### src/rtl/ahb2apb_bridge_gen_if.sv
// AHB-Lite slave side and APB3 master side of the bridge, grouped as one bundle.
interface ahb2apb_bridge_gen_if #(
   parameter int unsigned ADDR_WIDTH = 32,
   parameter int unsigned DATA_WIDTH = 32,
   parameter int unsigned NUM_SLAVES = 3
);
   // AHB side
   logic                  Hwrite;
   logic                  Hreadyin;
   logic [1:0]            Htrans;
   logic [ADDR_WIDTH-1:0] Haddr;
   logic [DATA_WIDTH-1:0] Hwdata;
   logic                  Hreadyout;
   logic [1:0]            Hresp;
   logic [DATA_WIDTH-1:0] Hrdata;
   // APB side
   logic [DATA_WIDTH-1:0] Prdata;
   logic                  Pready;
   logic                  Pslverr;
   logic [NUM_SLAVES-1:0] Pselx;
   logic                  Penable;
   logic                  Pwrite;
   logic [ADDR_WIDTH-1:0] Paddr;
   logic [DATA_WIDTH-1:0] Pwdata;

   // Bridge view: AHB slave that masters the APB bus
   modport slave (
      input  Hwrite, Hreadyin, Htrans, Haddr, Hwdata, Prdata, Pready, Pslverr,
      output Pselx, Penable, Pwrite, Paddr, Pwdata, Hreadyout, Hresp, Hrdata
   );

   // Environment view: AHB master model plus APB slave model
   modport master (
      output Hwrite, Hreadyin, Htrans, Haddr, Hwdata, Prdata, Pready, Pslverr,
      input  Pselx, Penable, Pwrite, Paddr, Pwdata, Hreadyout, Hresp, Hrdata
   );
endinterface

### src/rtl/ahb2apb_bridge_gen.sv
// Parametrised AHB-Lite to APB3 bridge with wait states, slave error, decode
// error and ACCESS timeout, all reported as a two-cycle AHB ERROR.
module ahb2apb_bridge_gen #(
   parameter int unsigned           ADDR_WIDTH    = 32,
   parameter int unsigned           DATA_WIDTH    = 32,
   parameter int unsigned           NUM_SLAVES    = 3,
   parameter logic [ADDR_WIDTH-1:0] BASE_ADDR     = ADDR_WIDTH'(32'h8000_0000),
   parameter int unsigned           SLV_SIZE_LOG2 = 28,
   parameter int unsigned           TIMEOUT       = 16
) (
   input logic                  Hclk,
   input logic                  Hresetn,
   ahb2apb_bridge_gen_if.slave  bus
);

   localparam int unsigned IDX_W    = (NUM_SLAVES > 1) ? $clog2(NUM_SLAVES) : 1;
   localparam int unsigned CNT_W    = (TIMEOUT > 1) ? $clog2(TIMEOUT + 1) : 1;
   localparam int unsigned TMO_LAST = (TIMEOUT > 0) ? TIMEOUT - 1 : 0;

   typedef enum logic [2:0] {
      S_IDLE, S_CAPT, S_SETUP, S_ACCESS, S_ERR1, S_ERR2
   } state_e;

   state_e                state_q, state_d;
   logic [ADDR_WIDTH-1:0] haddr_q, haddr_d;
   logic                  hwrite_q, hwrite_d;
   logic [IDX_W-1:0]      idx_q, idx_d;
   logic [ADDR_WIDTH-1:0] paddr_q, paddr_d;
   logic                  pwrite_q, pwrite_d;
   logic [DATA_WIDTH-1:0] pwdata_q, pwdata_d;
   logic [NUM_SLAVES-1:0] pselx_q, pselx_d;
   logic                  penable_q, penable_d;
   logic [CNT_W-1:0]      cnt_q, cnt_d;
   logic [DATA_WIDTH-1:0] hrdata_q, hrdata_d;

   logic [ADDR_WIDTH-1:0] off_c, win_c;
   logic                  valid_c, hit_c, done_c, tmo_c, err_c, hready_c, sample_c;

   // Address decode and transfer qualification
   always_comb begin
      off_c    = bus.Haddr - BASE_ADDR;
      win_c    = off_c >> SLV_SIZE_LOG2;
      hit_c    = (bus.Haddr >= BASE_ADDR) && (win_c < ADDR_WIDTH'(NUM_SLAVES));
      valid_c  = bus.Hreadyin && ((bus.Htrans == 2'b10) || (bus.Htrans == 2'b11));
      done_c   = (state_q == S_ACCESS) && bus.Pready && !bus.Pslverr;
      tmo_c    = (TIMEOUT != 0) && (state_q == S_ACCESS) && !bus.Pready &&
                 (cnt_q == CNT_W'(TMO_LAST));
      err_c    = (state_q == S_ACCESS) && ((bus.Pready && bus.Pslverr) || tmo_c);
      hready_c = (state_q == S_IDLE) || (state_q == S_ERR2) || done_c;
      sample_c = hready_c && valid_c;
   end

   // State register
   always_ff @(posedge Hclk or negedge Hresetn) begin
      if (!Hresetn) state_q <= S_IDLE;
      else          state_q <= state_d;
   end

   // Next-state logic
   always_comb begin
      state_d = state_q;
      unique case (state_q)
         S_IDLE, S_ERR2: begin
            if (valid_c) state_d = hit_c ? S_CAPT : S_ERR1;
            else         state_d = S_IDLE;
         end
         S_CAPT:  state_d = S_SETUP;
         S_SETUP: state_d = S_ACCESS;
         S_ACCESS: begin
            if (done_c) begin
               if (valid_c) state_d = hit_c ? S_CAPT : S_ERR1;
               else         state_d = S_IDLE;
            end else if (err_c) begin
               state_d = S_ERR1;
            end
         end
         S_ERR1:  state_d = S_ERR2;
         default: state_d = S_IDLE;
      endcase
   end

   // AHB response outputs and next values of the APB/datapath registers
   always_comb begin
      haddr_d   = haddr_q;
      hwrite_d  = hwrite_q;
      idx_d     = idx_q;
      paddr_d   = paddr_q;
      pwrite_d  = pwrite_q;
      pwdata_d  = pwdata_q;
      pselx_d   = pselx_q;
      penable_d = penable_q;
      cnt_d     = cnt_q;
      hrdata_d  = hrdata_q;

      bus.Hreadyout = hready_c;
      bus.Hresp     = (err_c || (state_q == S_ERR1) || (state_q == S_ERR2)) ? 2'b01 : 2'b00;
      bus.Hrdata    = done_c ? bus.Prdata : hrdata_q;

      if (sample_c) begin
         haddr_d  = bus.Haddr;
         hwrite_d = bus.Hwrite;
         idx_d    = IDX_W'(win_c);
      end

      unique case (state_q)
         S_CAPT: begin
            paddr_d   = haddr_q;
            pwrite_d  = hwrite_q;
            if (hwrite_q) pwdata_d = bus.Hwdata;
            pselx_d   = NUM_SLAVES'(1) << idx_q;
            penable_d = 1'b0;
            cnt_d     = '0;
         end
         S_SETUP: penable_d = 1'b1;
         S_ACCESS: begin
            if (done_c || err_c) begin
               pselx_d   = '0;
               penable_d = 1'b0;
               if (done_c) hrdata_d = bus.Prdata;
            end else if (!bus.Pready) begin
               cnt_d = cnt_q + CNT_W'(1);
            end
         end
         default: begin
            pselx_d   = '0;
            penable_d = 1'b0;
         end
      endcase
   end

   // Datapath and APB output registers
   always_ff @(posedge Hclk or negedge Hresetn) begin
      if (!Hresetn) begin
         haddr_q   <= '0;
         hwrite_q  <= 1'b0;
         idx_q     <= '0;
         paddr_q   <= '0;
         pwrite_q  <= 1'b0;
         pwdata_q  <= '0;
         pselx_q   <= '0;
         penable_q <= 1'b0;
         cnt_q     <= '0;
         hrdata_q  <= '0;
      end else begin
         haddr_q   <= haddr_d;
         hwrite_q  <= hwrite_d;
         idx_q     <= idx_d;
         paddr_q   <= paddr_d;
         pwrite_q  <= pwrite_d;
         pwdata_q  <= pwdata_d;
         pselx_q   <= pselx_d;
         penable_q <= penable_d;
         cnt_q     <= cnt_d;
         hrdata_q  <= hrdata_d;
      end
   end

   assign bus.Pselx   = pselx_q;
   assign bus.Penable = penable_q;
   assign bus.Pwrite  = pwrite_q;
   assign bus.Paddr   = paddr_q;
   assign bus.Pwdata  = pwdata_q;

endmodule

### src/flat_wrapper.sv
// flat-port wrapper written by rule: the top's interface ports become plain ports
module ahb2apb_bridge_gen_flat 
#(
   parameter int unsigned           ADDR_WIDTH    = 32,
   parameter int unsigned           DATA_WIDTH    = 32,
   parameter int unsigned           NUM_SLAVES    = 3,
   parameter logic [ADDR_WIDTH-1:0] BASE_ADDR     = ADDR_WIDTH'(32'h8000_0000),
   parameter int unsigned           SLV_SIZE_LOG2 = 28,
   parameter int unsigned           TIMEOUT       = 16
)
  (Hclk, Hresetn, bus_Hwrite, bus_Hreadyin, bus_Htrans, bus_Haddr, bus_Hwdata, bus_Prdata, bus_Pready, bus_Pslverr, bus_Pselx, bus_Penable, bus_Pwrite, bus_Paddr, bus_Pwdata, bus_Hreadyout, bus_Hresp, bus_Hrdata);
  ahb2apb_bridge_gen_if #(.ADDR_WIDTH(ADDR_WIDTH), .DATA_WIDTH(DATA_WIDTH), .NUM_SLAVES(NUM_SLAVES)) bus_i ();
  input logic Hclk;
  input logic Hresetn;
  input wire logic [$bits(bus_i.Hwrite)-1:0] bus_Hwrite;
  input wire logic [$bits(bus_i.Hreadyin)-1:0] bus_Hreadyin;
  input wire logic [$bits(bus_i.Htrans)-1:0] bus_Htrans;
  input wire logic [$bits(bus_i.Haddr)-1:0] bus_Haddr;
  input wire logic [$bits(bus_i.Hwdata)-1:0] bus_Hwdata;
  input wire logic [$bits(bus_i.Prdata)-1:0] bus_Prdata;
  input wire logic [$bits(bus_i.Pready)-1:0] bus_Pready;
  input wire logic [$bits(bus_i.Pslverr)-1:0] bus_Pslverr;
  output wire logic [$bits(bus_i.Pselx)-1:0] bus_Pselx;
  output wire logic [$bits(bus_i.Penable)-1:0] bus_Penable;
  output wire logic [$bits(bus_i.Pwrite)-1:0] bus_Pwrite;
  output wire logic [$bits(bus_i.Paddr)-1:0] bus_Paddr;
  output wire logic [$bits(bus_i.Pwdata)-1:0] bus_Pwdata;
  output wire logic [$bits(bus_i.Hreadyout)-1:0] bus_Hreadyout;
  output wire logic [$bits(bus_i.Hresp)-1:0] bus_Hresp;
  output wire logic [$bits(bus_i.Hrdata)-1:0] bus_Hrdata;
  assign bus_i.Hwrite = bus_Hwrite;
  assign bus_i.Hreadyin = bus_Hreadyin;
  assign bus_i.Htrans = bus_Htrans;
  assign bus_i.Haddr = bus_Haddr;
  assign bus_i.Hwdata = bus_Hwdata;
  assign bus_i.Prdata = bus_Prdata;
  assign bus_i.Pready = bus_Pready;
  assign bus_i.Pslverr = bus_Pslverr;
  assign bus_Pselx = bus_i.Pselx;
  assign bus_Penable = bus_i.Penable;
  assign bus_Pwrite = bus_i.Pwrite;
  assign bus_Paddr = bus_i.Paddr;
  assign bus_Pwdata = bus_i.Pwdata;
  assign bus_Hreadyout = bus_i.Hreadyout;
  assign bus_Hresp = bus_i.Hresp;
  assign bus_Hrdata = bus_i.Hrdata;
  ahb2apb_bridge_gen #(.ADDR_WIDTH(ADDR_WIDTH), .DATA_WIDTH(DATA_WIDTH), .NUM_SLAVES(NUM_SLAVES), .BASE_ADDR(BASE_ADDR), .SLV_SIZE_LOG2(SLV_SIZE_LOG2), .TIMEOUT(TIMEOUT)) u_core (.Hclk(Hclk), .Hresetn(Hresetn), .bus(bus_i));
endmodule
### config.mk
export PLATFORM = sky130hd
export DESIGN_NAME = ahb2apb_bridge_gen_flat
export DESIGN_NICKNAME = d
export VERILOG_FILES = /design/src/rtl/ahb2apb_bridge_gen_if.sv /design/src/rtl/ahb2apb_bridge_gen.sv /design/src/flat_wrapper.sv
export SDC_FILE = /design/constraint.sdc
export NUM_CORES = 1
export LEC_CHECK = 0
export ABC_AREA = 1
export CORE_MARGIN = 8
export CORE_UTILIZATION = 41
export CTS_CLUSTER_DIAMETER = 200
export DETAILED_ROUTE_END_ITERATION = 6
export PLACE_DENSITY_LB_ADDON = 0.15
export SLEW_MARGIN = 20
export SYNTH_ARGS = -nofsm -noshare
export SYNTH_HDL_FRONTEND = slang
export SYNTH_SLANG_ARGS = --single-unit
### constraint.sdc
create_clock -name Hclk -period 1.5 [get_ports Hclk]
set_input_delay 0.3 -clock Hclk [delete_from_list [all_inputs] [get_ports Hclk]]
set_output_delay 0.3 -clock Hclk [all_outputs]
set_load 0.02 [all_outputs]
==> results.py <==
metrics = {
    "status": {
        "run_status": "complete, but fails checks",
        "violations": "setup timing",
    },
    "sta": {
        "finalSetupViolCount": 151,
        "max_freq_mhz": 471.0,
        "tightestPinTransition_ns": 0.5027,
        "hold_ws_ns": 0.4215,
        "setup_slack_ns": -0.6231,
        "hold_viol": 0,
        "finalClockSkew_ns": 0.008448,
        "max_slew_margin": 0.6648,
        "finalMaxSlewViolations": 0,
        "min_period_ns": 2.123,
        "rsz0062_at_grt": "true",
        "fin_crit_sh": 1.415,
    },
    "clock_tree": {
        "clk_path_buf_depth": 2,
        "cts_tree": "done",
        "h-tree-depth": 4,
        "numCtsBuffers": 17,
        "clk_pin_slew_worst_paths_ns": 0.06,
        "root_buffer": "clkbuf_16",
        "insertion_delay_ns": 0.41,
        "cts.sinks": 142,
    },
    "worst_setup_path": {
        "crit_path_top_delay_cell": "dfrtp_2",
        "rr_endpoint": "u_core.bus.Pwdata[17]",
        "r2r_start": "u_core.state_q[2]",
        "crit_type": "reg -> out",
        "reg2reg_depth": 12,
        "crit_arrival_ns": 1.82,
        "critPathMaxStageDelay_ns": 0.44,
        "required_ns": 1.20,
        "cp_top_family": "buffers and inverters",
        "crit_path_frequent_cell": "buf_4",
        "endpoint_kind": "output port",
        "worst-path-max-fanout": 10,
        "crit_path_cell_trace": "nor2_8 -> nand3_4 -> buf_4 -> buf_12 -> buf_4 -> o21ai_4 -> buf_6",
        "critPathLaunchType": "flop",
        "reg2reg_slack_ns": -0.27,
        "timing.critical_path.buf_inv": 4,
    },
    "synthesis": {
        "synth_flop_cell": "dfrtp_1",
        "synth_seq_cells": 142,
        "synthTopCellsByArea": "dfrtp_1 (60%), nand2_1 (18%), nand3_1 (6.5%), o21ai_0 (3.4%), inv_1 (2.9%)",
        "synth_top_area_share": 0.5979,
        "synth_cells": 678,
        "yosys-top-cells-count": "nand2_1 (279), dfrtp_1 (142), nand3_1 (77), inv_1 (46), o21ai_0 (40)",
        "avgSynthCellArea_um2": 8.766,
        "ys_types": 25,
        "syn_area_um2": 5943,
        "ys_async_sr_fraction": 1.000,
        "synth_edf_count": 0,
        "synth_top_area_cell": "dfrtp_1",
        "synth_warnings": 0,
        "ys_seq_area_frac": 0.5979,
        "synth_most_common_cell": "nand2_1",
        "synth_nets": 784,
    },
    "die": {
        "dieArea_um2": 18600,
        "die_h_um": 136.4,
        "fp.dieW_um": 136.4,
        "start_util": 0.4136,
        "rows": 44,
        "io_pins": 208,
        "coreArea_um2": 14370,
    },
    "grt": {
        "grt_pass1_vias": 6063,
        "grt_pass1_wl_um": 31610,
        "grt_start_max_net_pins": 91,
        "antenna_found_initial": 0,
        "overflow": 0,
        "grt_usage": 0.2175,
    },
    "place": {
        "gp_congestion": 0.7660,
        "port_buffers": 205,
        "placed_cell_area_um2": 8945,
        "dp_hpwl_um": 12750,
        "preCtsSetupSlack_ns": -0.8724,
    },
    "routing": {
        "dr.first_iter.drc_count": 411,
        "drc": 0,
        "routed_wl_um": 20470,
        "vias_per_cell": 4.949,
        "wire_per_inst_um": 17.54,
        "vias": 5776,
        "postRouteAntennaNets": 0,
        "first_pass_iters": 4,
    },
    "hold_path": {
        "hold_class": "in -> async",
    },
    "layout": {
        "finalNetCount": 1078,
        "n_fill_cell": 990,
        "drive_gt1_frac": 0.2770,
        "syn2layout_area_growth_pct": 80.21,
        "design_area_um2": 10710,
    },
    "power": {
        "p_total_uw": 21680,
        "power.density_nw_per_um2": 2024,
        "p_leak_uw": 0.005437,
        "irDropWorstVdd_uv": 856.8,
    },
    "job": {
        "drv_cap": 0,
    },
}
## how the worst max path moves through the flow
stage	to	cells after the start	slack (ns)	start
finish	bus_Hrdata[21]	7	-0.62	u_core.state_q[2]
floorplan	bus_Hrdata[10]	5	-0.11	u_core.state_q[1]
CTS	bus_Hrdata[27]	7	-0.63	u_core.state_q[2]
global route	bus_Hrdata[21]	7	-0.69	u_core.state_q[2]
detailed placement	bus_Hrdata[2]	7	-0.87	bus_Pslverr
global placement	bus_Hrdata[11]	7	-0.87	bus_Pslverr
## cell usage in the layout (no fill, tap or decap), types with 3 or more instances in the layout
master	synthesis	final
o21ai_0	40	10
buf_4	7	52
clkbuf_8	0	3
o21ai_2	0	13
nand2_2	1	12
o21ai_1	31	16
nand3_4	1	3
nand3_2	0	10
clkdlybuf4s50_1	0	101
bufbuf_16	0	3
inv_1	46	45
nand2_4	2	16
nor2_1	5	5
nand2_1	279	250
nand2_8	0	4
buf_16	0	9
o21ai_4	0	32
clkinv_2	0	4
nand3_1	77	65
clkdlybuf4s15_1	0	4
clkbuf_16	0	22
dfrtp_1	142	141
buf_6	8	51
buf_12	0	19
dlygate4sd2_1	0	64
## power breakdown
part           switching (uW)  total, uW  internal [uW]
Clock                    1510       3880           2370
Combinational            6060      11200           5170
Sequential               1020       6570           5550
Total                    8590      21700          13100
## cell type report
class | instances | area, um^2 | area share
diodes | 1 | 2.502 | 0.0002336
well taps | 184 | 230.2 | 0.02150
clock buffers | 22 | 474.2 | 0.04428
multi-input cells | 449 | 2706 | 0.2527
flip-flops and latches | 142 | 3555 | 0.3319
repair buffers | 312 | 3472 | 0.3242
inverters | 50 | 205.2 | 0.01916
clock inverters | 7 | 65.06 | 0.006075
## through the flow
| stage | instances | setup TNS, ns | util |
|---|---|---|---|
| after floorplan | 678 | -2.967 | - |
| after global placement | 1092 | -58.96 | 0.6225 |
| after detailed placement | 1092 | -61.44 | 0.6225 |
| after CTS | 1152 | -36.60 | 0.7151 |
| after global routing | 1166 | -52.61 | 0.7452 |
| final | 1167 | -41.06 | 0.7454 |
## sequential cells by signal (all words and copies together) (netlist names)
| name | flops |
|---|---|
| u_core.hwrite_q | 1 |
| u_core.state_q | 3 |
| u_core.bus.Pselx | 3 |
| u_core.bus.Paddr | 32 |
| u_core.hrdata_q | 32 |
| u_core.haddr_q | 32 |
| u_core.bus.Penable | 1 |
| u_core.cnt_q | 5 |
| u_core.bus.Pwdata | 32 |
| u_core.bus.Pwrite | 1 |
## cell families after synthesis
logic type,Yosys count,synth area share
fa+ha+maj,2,0.004210
compound gates,76,0.06568
xor+xnor,2,0.002948
simple gates,368,0.2583
buf+inv,87,0.07032
flops,142,0.5979
other cells,1,0.0006310
## per-layer routing
metal,wire length [um],vias up,share of wire,track usage
met3,1453,22,0.071,0.06245
met5,0,-,0,0
li1,-,2752,-,-
met1,8514,2811,0.42,0.2649
met4,331,0,0.016,0.06955
met2,10170,191,0.50,0.3644
## tightest hold or removal path, stage by stage
cell and delay, ns:
dlygate4sd3_1 0.55, buf_6 0.12, buf_12 0.24
## what timing repair did
| action | in CTS | in global routing |
|---|---|---|
| setup endpoints to repair | 212 | 155 |
| resized for setup | 356 | 77 |
| buffers inserted | 20 | 12 |
| endpoints found under the hold margin | 142 | 0 |
| hold buffers | 1 | 0 |
| gates cloned | 12 | 5 |
| pin swaps | 36 | 27 |
Power figures use the tool's default switching activity.
